File: config.mk
export PLATFORM = sky130hd
export DESIGN_NAME = bcd_updown_counter
export DESIGN_NICKNAME = d
export VERILOG_FILES = /design/src/rtl/bcd_updown_counter.sv
export SDC_FILE = /design/constraint.sdc
export NUM_CORES = 1
export LEC_CHECK = 0
export ABC_AREA = 0
export CAP_MARGIN = 15
export CORE_ASPECT_RATIO = 2
export CORE_UTILIZATION = 53
export DETAILED_ROUTE_END_ITERATION = 10
export GPL_TIMING_DRIVEN = 0
export PLACE_DENSITY = 0.95
export SKIP_CTS_REPAIR_TIMING = 1
export SYNTH_ARGS = -nofsm -noshare
export SYNTH_HDL_FRONTEND = slang
export SYNTH_SLANG_ARGS = --single-unit
export TNS_END_PERCENT = 100
File: constraint.sdc
create_clock -name clk -period 4.89 [get_ports clk]
set_input_delay 0.978 -clock clk [delete_from_list [all_inputs] [get_ports clk]]
set_output_delay 0.978 -clock clk [all_outputs]
set_load 0.03 [all_outputs]
File: src/rtl/bcd_updown_counter.sv
// rtl/bcd_updown_counter.sv - multi-digit BCD up/down counter with load, wrap/saturate and cascade tc
module bcd_updown_counter #(
   parameter int DIGITS = 4,
   parameter bit WRAP   = 1'b1
) (
   input  logic                clk,
   input  logic                rstn,
   input  logic                en,
   input  logic                up,
   input  logic                load,
   input  logic [4*DIGITS-1:0] load_val,
   output logic [4*DIGITS-1:0] count,
   output logic                tc,
   output logic                rollover,
   output logic                load_err
);

   logic [4*DIGITS-1:0] stepped;
   logic                at_limit;
   logic                load_ok;

   // Ripple carry/borrow digit by digit; the carry out of the top digit means
   // every digit sat at its limit, i.e. the whole count is 99..9 (up) or 00..0 (down).
   always_comb begin
      logic       carry;
      logic [3:0] dig;
      carry   = 1'b1;
      dig     = 4'd0;
      stepped = count;
      for (int d = 0; d < DIGITS; d++) begin
         dig = count[4*d +: 4];
         if (carry) begin
            if (up) begin
               stepped[4*d +: 4] = (dig == 4'd9) ? 4'd0 : dig + 4'd1;
            end else begin
               stepped[4*d +: 4] = (dig == 4'd0) ? 4'd9 : dig - 4'd1;
            end
         end
         carry = carry & (up ? (dig == 4'd9) : (dig == 4'd0));
      end
      at_limit = carry;
   end

   always_comb begin
      load_ok = 1'b1;
      for (int d = 0; d < DIGITS; d++) begin
         if (load_val[4*d +: 4] > 4'd9) begin
            load_ok = 1'b0;
         end
      end
   end

   assign tc = en & ~load & at_limit;

   always_ff @(posedge clk) begin
      if (!rstn) begin
         count    <= '0;
         rollover <= 1'b0;
         load_err <= 1'b0;
      end else if (load) begin
         rollover <= 1'b0;
         if (load_ok) begin
            count    <= load_val;
            load_err <= 1'b0;
         end else begin
            load_err <= 1'b1;
         end
      end else if (en) begin
         load_err <= 1'b0;
         rollover <= at_limit;
         if (WRAP || !at_limit) begin
            count <= stepped;
         end
      end else begin
         rollover <= 1'b0;
         load_err <= 1'b0;
      end
   end

endmodule

# After elaboration in Yosys (flattened, before gate mapping)
# Cells that the tools add are included.
# word_totals
regBits	18
inputBits	21
output_inout_bits	19
word_cells	72
# classes
bitwise_logic	8
n_addsub	8
reduce_logical	14
n_mux	27
n_lt_le_gt_ge	4
n_eq_ne	5
# op_table
operator	count
two-way mux 4 bit	15
two-way mux 16 bit	3
adder 4 x 1 -> 4 bit, second input constant	4
equality test 4 bit, second input constant	4
> comparator 4 bit, second input constant	4
logical NOT 4 bit	4
subtractor 4 x 1 -> 4 bit, second input constant	4
two-way mux 1 bit	9
AND reduction 3 bit	3
nonzero test 2 bit	4
bitwise AND 1 bit	5
AND reduction 2 bit	2
NOT 1 bit	3
OR reduction 3 bit	1
inequality test 2 x 1 -> 1 bit, second input constant	1

# Logic depth before layout (Yosys ltp)
# Gate-level depths: netlist of the first run.
# logic_depth
depth_word	7
depth_mapped	8
mapped_depth_nobuf	5

# Least setup slack after synthesis of the first run
# OpenSTA, ideal clock, no wires.
# synth_path
path_kind	input port to output port
from	in load
to	out tc
required_time_ns	3.912
setup_slack_ns	1.662
path_stages	4
t_arrival_ns	2.250
n_path_buf	0
cell_sequence	and2b_2 > nand4_1 > or4_4 > a2111oi_4
# synth_via
elab_chain_len	3
# synth_lines
item	line	text
start, declared	10	input logic load,
NOT 1 bit	53	assign tc = en & ~load & at_limit;
bitwise AND 1 bit (2 in a row)	53	
end, declared	13	output logic tc,
# Every way passes these cells.

# Final worst setup path of the first run
# layout_path
from	in up
to	out tc
# layout_via
elab_chain_len	5
# layout_lines
item	line	text
start, declared	9	input logic up,
two-way mux 1 bit	39	carry = carry & (up ? (dig == 4'd9) : (dig == 4'd0));
bitwise AND 1 bit (2 in a row)	39	
bitwise AND 1 bit *	39	
bitwise AND 1 bit *	53	
# Every way passes the cells marked *; elsewhere a longest branch is shown, timed or not.

==> results of run 1 <==
-- placed cells by master, fill, tap and decap left out, drive strengths merged, types with 2 or more instances in the layout --
master / count
nor2b: 4
clkbuf: 16
nor4: 3
or3: 2
and2b: 2
and2: 2
nand2: 15
a32oi: 2
and3b: 2
nor2: 18
a221o: 3
buf: 12
or4: 2
o21ai: 24
o311a: 2
mux2i: 9
a31oi: 2
o2111ai: 4
o211ai: 5
and3: 5
nand4b: 2
a21oi: 7
inv: 8
nor3: 5
nand4: 2
nand3: 11
o22ai: 9
clkdlybuf4s50: 38
xnor2: 5
dfxtp: 18
or2: 3
nand2b: 4
-- how the worst min path moves through the flow --
| stage | slack, ns | endpoint | depth (start not counted) | start |
|---|---|---|---|---|
| floorplan | 0.71 | count[11] | 2 | count[11] |
| global placement | 0.62 | count[11] | 2 | count[11] |
| detailed placement | 0.62 | count[11] | 2 | count[11] |
| CTS | 0.64 | count[11] | 2 | count[11] |
| global route | 0.70 | count[5] | 3 | count[5] |
| finish | 0.64 | count[11] | 2 | count[11] |
-- Yosys cell counts (all sizes together) (3+ instances only) --
cell / instances
clkbuf: 12
nor2: 18
inv: 8
nor4: 3
nand3: 11
nand2b: 4
o2111ai: 4
nor3: 5
xnor2: 5
o211ai: 5
nand2: 15
o21ai: 24
o22ai: 9
nor2b: 4
and3: 5
buf: 12
or2: 3
a21oi: 7
dfxtp: 18
mux2i: 9
a221o: 3
-- flip-flops by register name (all words and copies together) (netlist names) --
name,flops
count,16
rollover,1
load_err,1
-- per-layer routing --
metal,share of wire (%),GRT usage [%]
met1,34,33.51
met5,0,0
met2,52,52.66
met4,5.8,20.97
met3,7.6,3.591
-- worst max-delay path: stages --
cell and delay (ns):
clkdlybuf4s50_1 0.48, buf_2 0.22, nor3_1 0.24, nor2_1 0.08
or4_4 0.44, a2111oi_4 0.24, clkdlybuf4s50_1 0.73
-- power by group through the flow --
stage	clock network, uW	registers (uW)	logic (uW)
finish	126	161	174
global route	132	163	187
CTS	126	161	170
detailed placement	0	165	169
global placement	0	165	165
floorplan	0	181	96.0
-- layout make-up --
class | instances | area share, %
Buffer | 24 | 6.261
Clock buffer | 4 | 2.624
Inverter | 8 | 1.431
Multi-Input combinational cell | 169 | 52.59
Sequential cell | 18 | 17.17
Tap cell | 30 | 1.789
Timing Repair Buffer | 38 | 18.13
-- cell families after synthesis --
family                 Yosys count  share of synthesized area, %
multiplexers                     9                         5.543
flip-flops                      18                         22.17
AND/OR/NAND/NOR                 85                         29.33
AO/OA/AOI/OAI                   69                         29.79
XOR/XNOR                         6                         3.233
buffers and inverters           32                         9.930
-- per-stage QoR --
stage               setup slack, ns  std cells  power [uW]  utilization [%]  hold slack [ns]
floorplan                     1.662        219       277.1                -           0.7101
global placement             0.6095        287       329.4            69.43           0.6214
detailed placement           0.5663        287       333.7            69.43           0.6165
CTS                          0.5228        291       458.0            71.30           0.6361
global route                 0.4093        291       481.7            71.30           0.6966
finish                       0.4959        291       461.2            71.30           0.6399
==> results.py, run 1 <==
metrics = {
    "logic_synthesis": {
        "syn_nets": 240,
        "yosysTopAreaCell": "dfxtp_1",
        "synth.avg_cell_area_um2": 7.422,
        "synth.distinct_cells": 55,
        "synth_top_area_share_pct": 22.17,
        "synthesis.area_um2": 1625,
        "synth-seq-cells": 18,
        "syn-instance-count": 219,
        "synth-edff-count": 0,
        "yosysWarnings": 0,
        "seq_area_frac_synth_pct": 22.17,
        "ys_async_sr_fraction_pct": 0,
        "synthFlopType": "dfxtp_1",
        "synthTopCellsByArea": "dfxtp_1 (22%), o21ai_0 (7.4%), mux2i_1 (5.5%), nor2_1 (3.7%), nand2_1 (3.5%)",
    },
    "critical_path": {
        "cp.arrival_ns": 3.42,
        "r2r-end": "count[14]",
        "r2r-start": "count[7]",
        "required_ns": 3.91,
        "reg2reg_depth": 6,
        "cp-end-kind": "output port",
        "startpoint": "up",
        "critical_path_class": "in -> out",
        "critical_path.startpoint_type": "input pin",
        "crit_end": "tc",
        "r2r_slack_ns": 3.06,
        "path_max_fanout": 10,
    },
    "pwr": {
        "switching_share_pct": 34.54,
        "p_int_uw": 301.9,
        "power_density_nw_per_um2": 219.8,
        "power.share.clock_pct": 27.3,
        "combPwrFrac_pct": 37.7,
        "switchingPower_uw": 159.3,
        "p_seq_share_pct": 35.0,
        "peakVddDrop_mv": 0.1557,
        "p_leak_uw": 0.0007652,
    },
    "floorplan": {
        "start_util_pct": 55.23,
        "die_area_um2": 3305,
        "ios": 40,
        "core_um2": 2943,
        "chipHeight_um": 80.32,
        "die-width_um": 41.16,
        "placement_rows": 28,
    },
    "global_routing": {
        "grt_pass1_wl_um": 7452,
        "grt_max_degree": 11,
        "grt_pass1_vias": 1783,
        "grt_use_total_pct": 31.48,
        "grt_overflow": 0,
        "antenna_found_initial": 0,
    },
    "min_path": {
        "hold_path_class": "reg -> reg",
    },
    "clock_tree": {
        "cts_buffers": 3,
        "cts_tree": "yes",
        "cts.clk_slew.worst_paths_ns": 0.07,
        "htreeDepth": 1,
        "cts.path.max_buffers": 2,
        "cts-root-buf": "clkbuf_8",
        "clock-sinks": 18,
        "clkLatencyLatePin_ns": 0.26,
    },
    "sta": {
        "hold_viol_final": 0,
        "slew_violations": 0,
        "finalSetupViolCount": 0,
        "fin_skew_ns": 0.002950,
        "relSlewSlack_pct": 60.98,
        "worst_slew_pin_slew_ns": 0.5791,
        "rsz0062_at_grt": "no",
        "finalSetupTns_ns": 0,
        "post-route-period-util_pct": 89.86,
        "period_needed_ns": 4.394,
        "fmaxAchievable_ghz": 0.2276,
    },
    "route": {
        "drt_iter0_markers": 96,
        "drt_wl_total_um": 4706,
        "via_per_inst": 6.735,
        "drc": 0,
        "drtAntennaViolNets": 0,
        "post_drt_wl_per_cell_um": 16.17,
        "vias": 1960,
        "drt_first_pass_iters": 5,
    },
    "layout": {
        "drive_above_1_share_pct": 11.49,
        "nNetsFinal": 283,
        "diodes": 0,
        "final_cell_area_um2": 2098,
        "syn_to_final_growth_pct": 29.10,
        "multi_input_area_um2": 1104,
        "num-fill-cells": 233,
        "seq_area_um2": 360.3,
    },
    "status": {
        "status": "completed",
    },
    "placement": {
        "placed_area_um2": 2043,
        "portBuffers": 38,
        "hpwl_um": 3447,
        "gp_routability_congestion": 0.9170,
    },
    "run": {
        "maxCapViolations": 0,
    },
}
(Power assumes the default switching activity.)
==> run 2: changes to the inputs <==
CORE_UTILIZATION = 50   (was 53)
PLACE_DENSITY = 0.92   (was 0.95)
clock period = 4.11 ns   (was 4.89 ns; I/O delays follow)
==> results.py, run 2 (synthesis gave the netlist of run 1 again) <==
metrics = {
    "clock_tree": {
        "clkLatencyLatePin_ns": 0.26,
        "cts_buffers": 3,
        "cts.path.max_buffers": 2,
        "cts.clk_slew.worst_paths_ns": 0.07,
        "cts_tree": "yes",
        "htreeDepth": 1,
        "cts-root-buf": "clkbuf_8",
        "clock-sinks": 18,
    },
    "sta": {
        "setup_slack_ns": 0.4572,
        "slew_violations": 0,
        "rsz0062_at_grt": "no",
        "post-route-period-util_pct": 88.88,
        "finalSetupTns_ns": 0,
        "fin_skew_ns": 0.004283,
        "period_needed_ns": 3.653,
        "worst_slew_pin_slew_ns": 0.6056,
        "fmaxAchievable_ghz": 0.2738,
        "finalSetupViolCount": 0,
        "relSlewSlack_pct": 59.20,
        "hold_viol_final": 0,
    },
    "layout": {
        "multi_input_area_um2": 1104,
        "nNetsFinal": 283,
        "num-fill-cells": 259,
        "largest_reg_flops": 16,
        "layout_common_cells": "clkdlybuf4s50_1 (37), o21ai_0 (24), dfxtp_1 (18), nor2_1 (16), nand2_1 (15)",
        "seq_area_um2": 360.3,
        "regMostFlops": "count",
        "post-route-util_pct": 66.92,
        "syn_to_final_growth_pct": 28.48,
        "diodes": 0,
        "largestRegisters": "count (16), load_err (1), rollover (1)",
        "drive_above_1_share_pct": 11.15,
        "final_common_cell": "clkdlybuf4s50_1",
    },
    "pwr": {
        "switching_share_pct": 35.44,
        "combPwrFrac_pct": 38.8,
        "peakVddDrop_mv": 0.2238,
        "p_seq_share_pct": 36.6,
        "p_leak_uw": 0.0007767,
        "finalPower_uw": 525.7,
        "switchingPower_uw": 186.3,
        "power_density_nw_per_um2": 251.7,
        "p_int_uw": 339.4,
        "power.share.clock_pct": 24.6,
    },
    "critical_path": {
        "cp.arrival_ns": 2.83,
        "required_ns": 3.29,
        "critical_path.startpoint_type": "input pin",
        "critical_path_class": "in -> out",
        "cp-end-kind": "output port",
        "path_max_fanout": 10,
    },
    "global_routing": {
        "grt_pass1_vias": 1692,
        "antenna_found_initial": 0,
        "grt_overflow": 0,
        "grt_max_degree": 11,
        "grt_pass1_wl_um": 7245,
        "grt_use_total_pct": 26.90,
    },
    "route": {
        "post_drt_wl_per_cell_um": 15.74,
        "drt_wl_total_um": 4580,
        "drt_iter0_markers": 86,
        "vias": 1878,
        "via_per_inst": 6.454,
        "drtAntennaViolNets": 0,
        "drc": 0,
        "drt_first_pass_iters": 4,
    },
    "floorplan": {
        "start_util_pct": 52.09,
        "ios": 40,
        "core_um2": 3120,
        "die-width_um": 42.32,
        "chipHeight_um": 82.63,
        "die_area_um2": 3496,
        "placement_rows": 29,
    },
    "min_path": {
        "hold_path_class": "reg -> reg",
    },
    "placement": {
        "dp_slack_ns": 0.09841,
        "hpwl_um": 3408,
        "portBuffers": 38,
        "gp_routability_congestion": 0.8950,
    },
    "status": {
        "status": "completed",
    },
    "run": {
        "maxCapViolations": 0,
    },
}
run 2: worst max-delay path, cell delays in order:
cell and delay (ns):
clkdlybuf4s50_1 0.48, buf_2 0.23, nor3_2 0.14, nor2_1 0.09, or4_4 0.50, a2111oi_4 0.22
dlymetal6s2s_1 0.34
run 2: cell type report:
cell class                 count  area share, %
tap                           31          1.857
inverter                       8          1.438
multi-input combinational    169          52.85
buffer                        24          6.291
sequential                    18          17.26
clock buffer                   3          1.977
timing repair buffer          38          18.33
run 2: through the flow:
| stage | hold slack (ns) | cell area, um2 | instances |
|---|---|---|---|
| floorplan | 0.7101 | 1625 | 219 |
| CTS | 0.6391 | 2086 | 291 |
| detailed placement | 0.6280 | 2044 | 288 |
| global placement | 0.6198 | 2044 | 288 |
| global route | 0.7005 | 2088 | 291 |
| finish | 0.6408 | 2088 | 291 |
run 2: routing by layer:
layer	share of wire, %	vias up	wire (um)	GRT usage (%)
met5	0	-	0	0
met2	51	89	2330	47.69
met1	37	870	1700	26.49
met3	6.6	23	304	4.565
li1	-	896	-	-
met4	5.3	0	244	22.81
run 2: power groups by stage:
| stage | clock (uW) | combinational (uW) | sequential [uW] |
|---|---|---|---|
| 2_1_floorplan | 0 | 114 | 215 |
| 3_3_place_gp | 0 | 196 | 196 |
| 3_5_place_dp | 0 | 200 | 196 |
| 4_1_cts | 129 | 201 | 192 |
| 5_1_grt | 138 | 219 | 194 |
| 6_report | 129 | 204 | 192 |
run 2: path summary, 6_finish.rpt:
path              from         to  slack (ns)  cells after the start
max                 up         tc        0.46                      7
max reg2reg   count[0]   count[3]        2.24                      6
min reg2reg  count[11]  count[11]        0.64                      2
min          count[11]  count[11]        0.64                      2
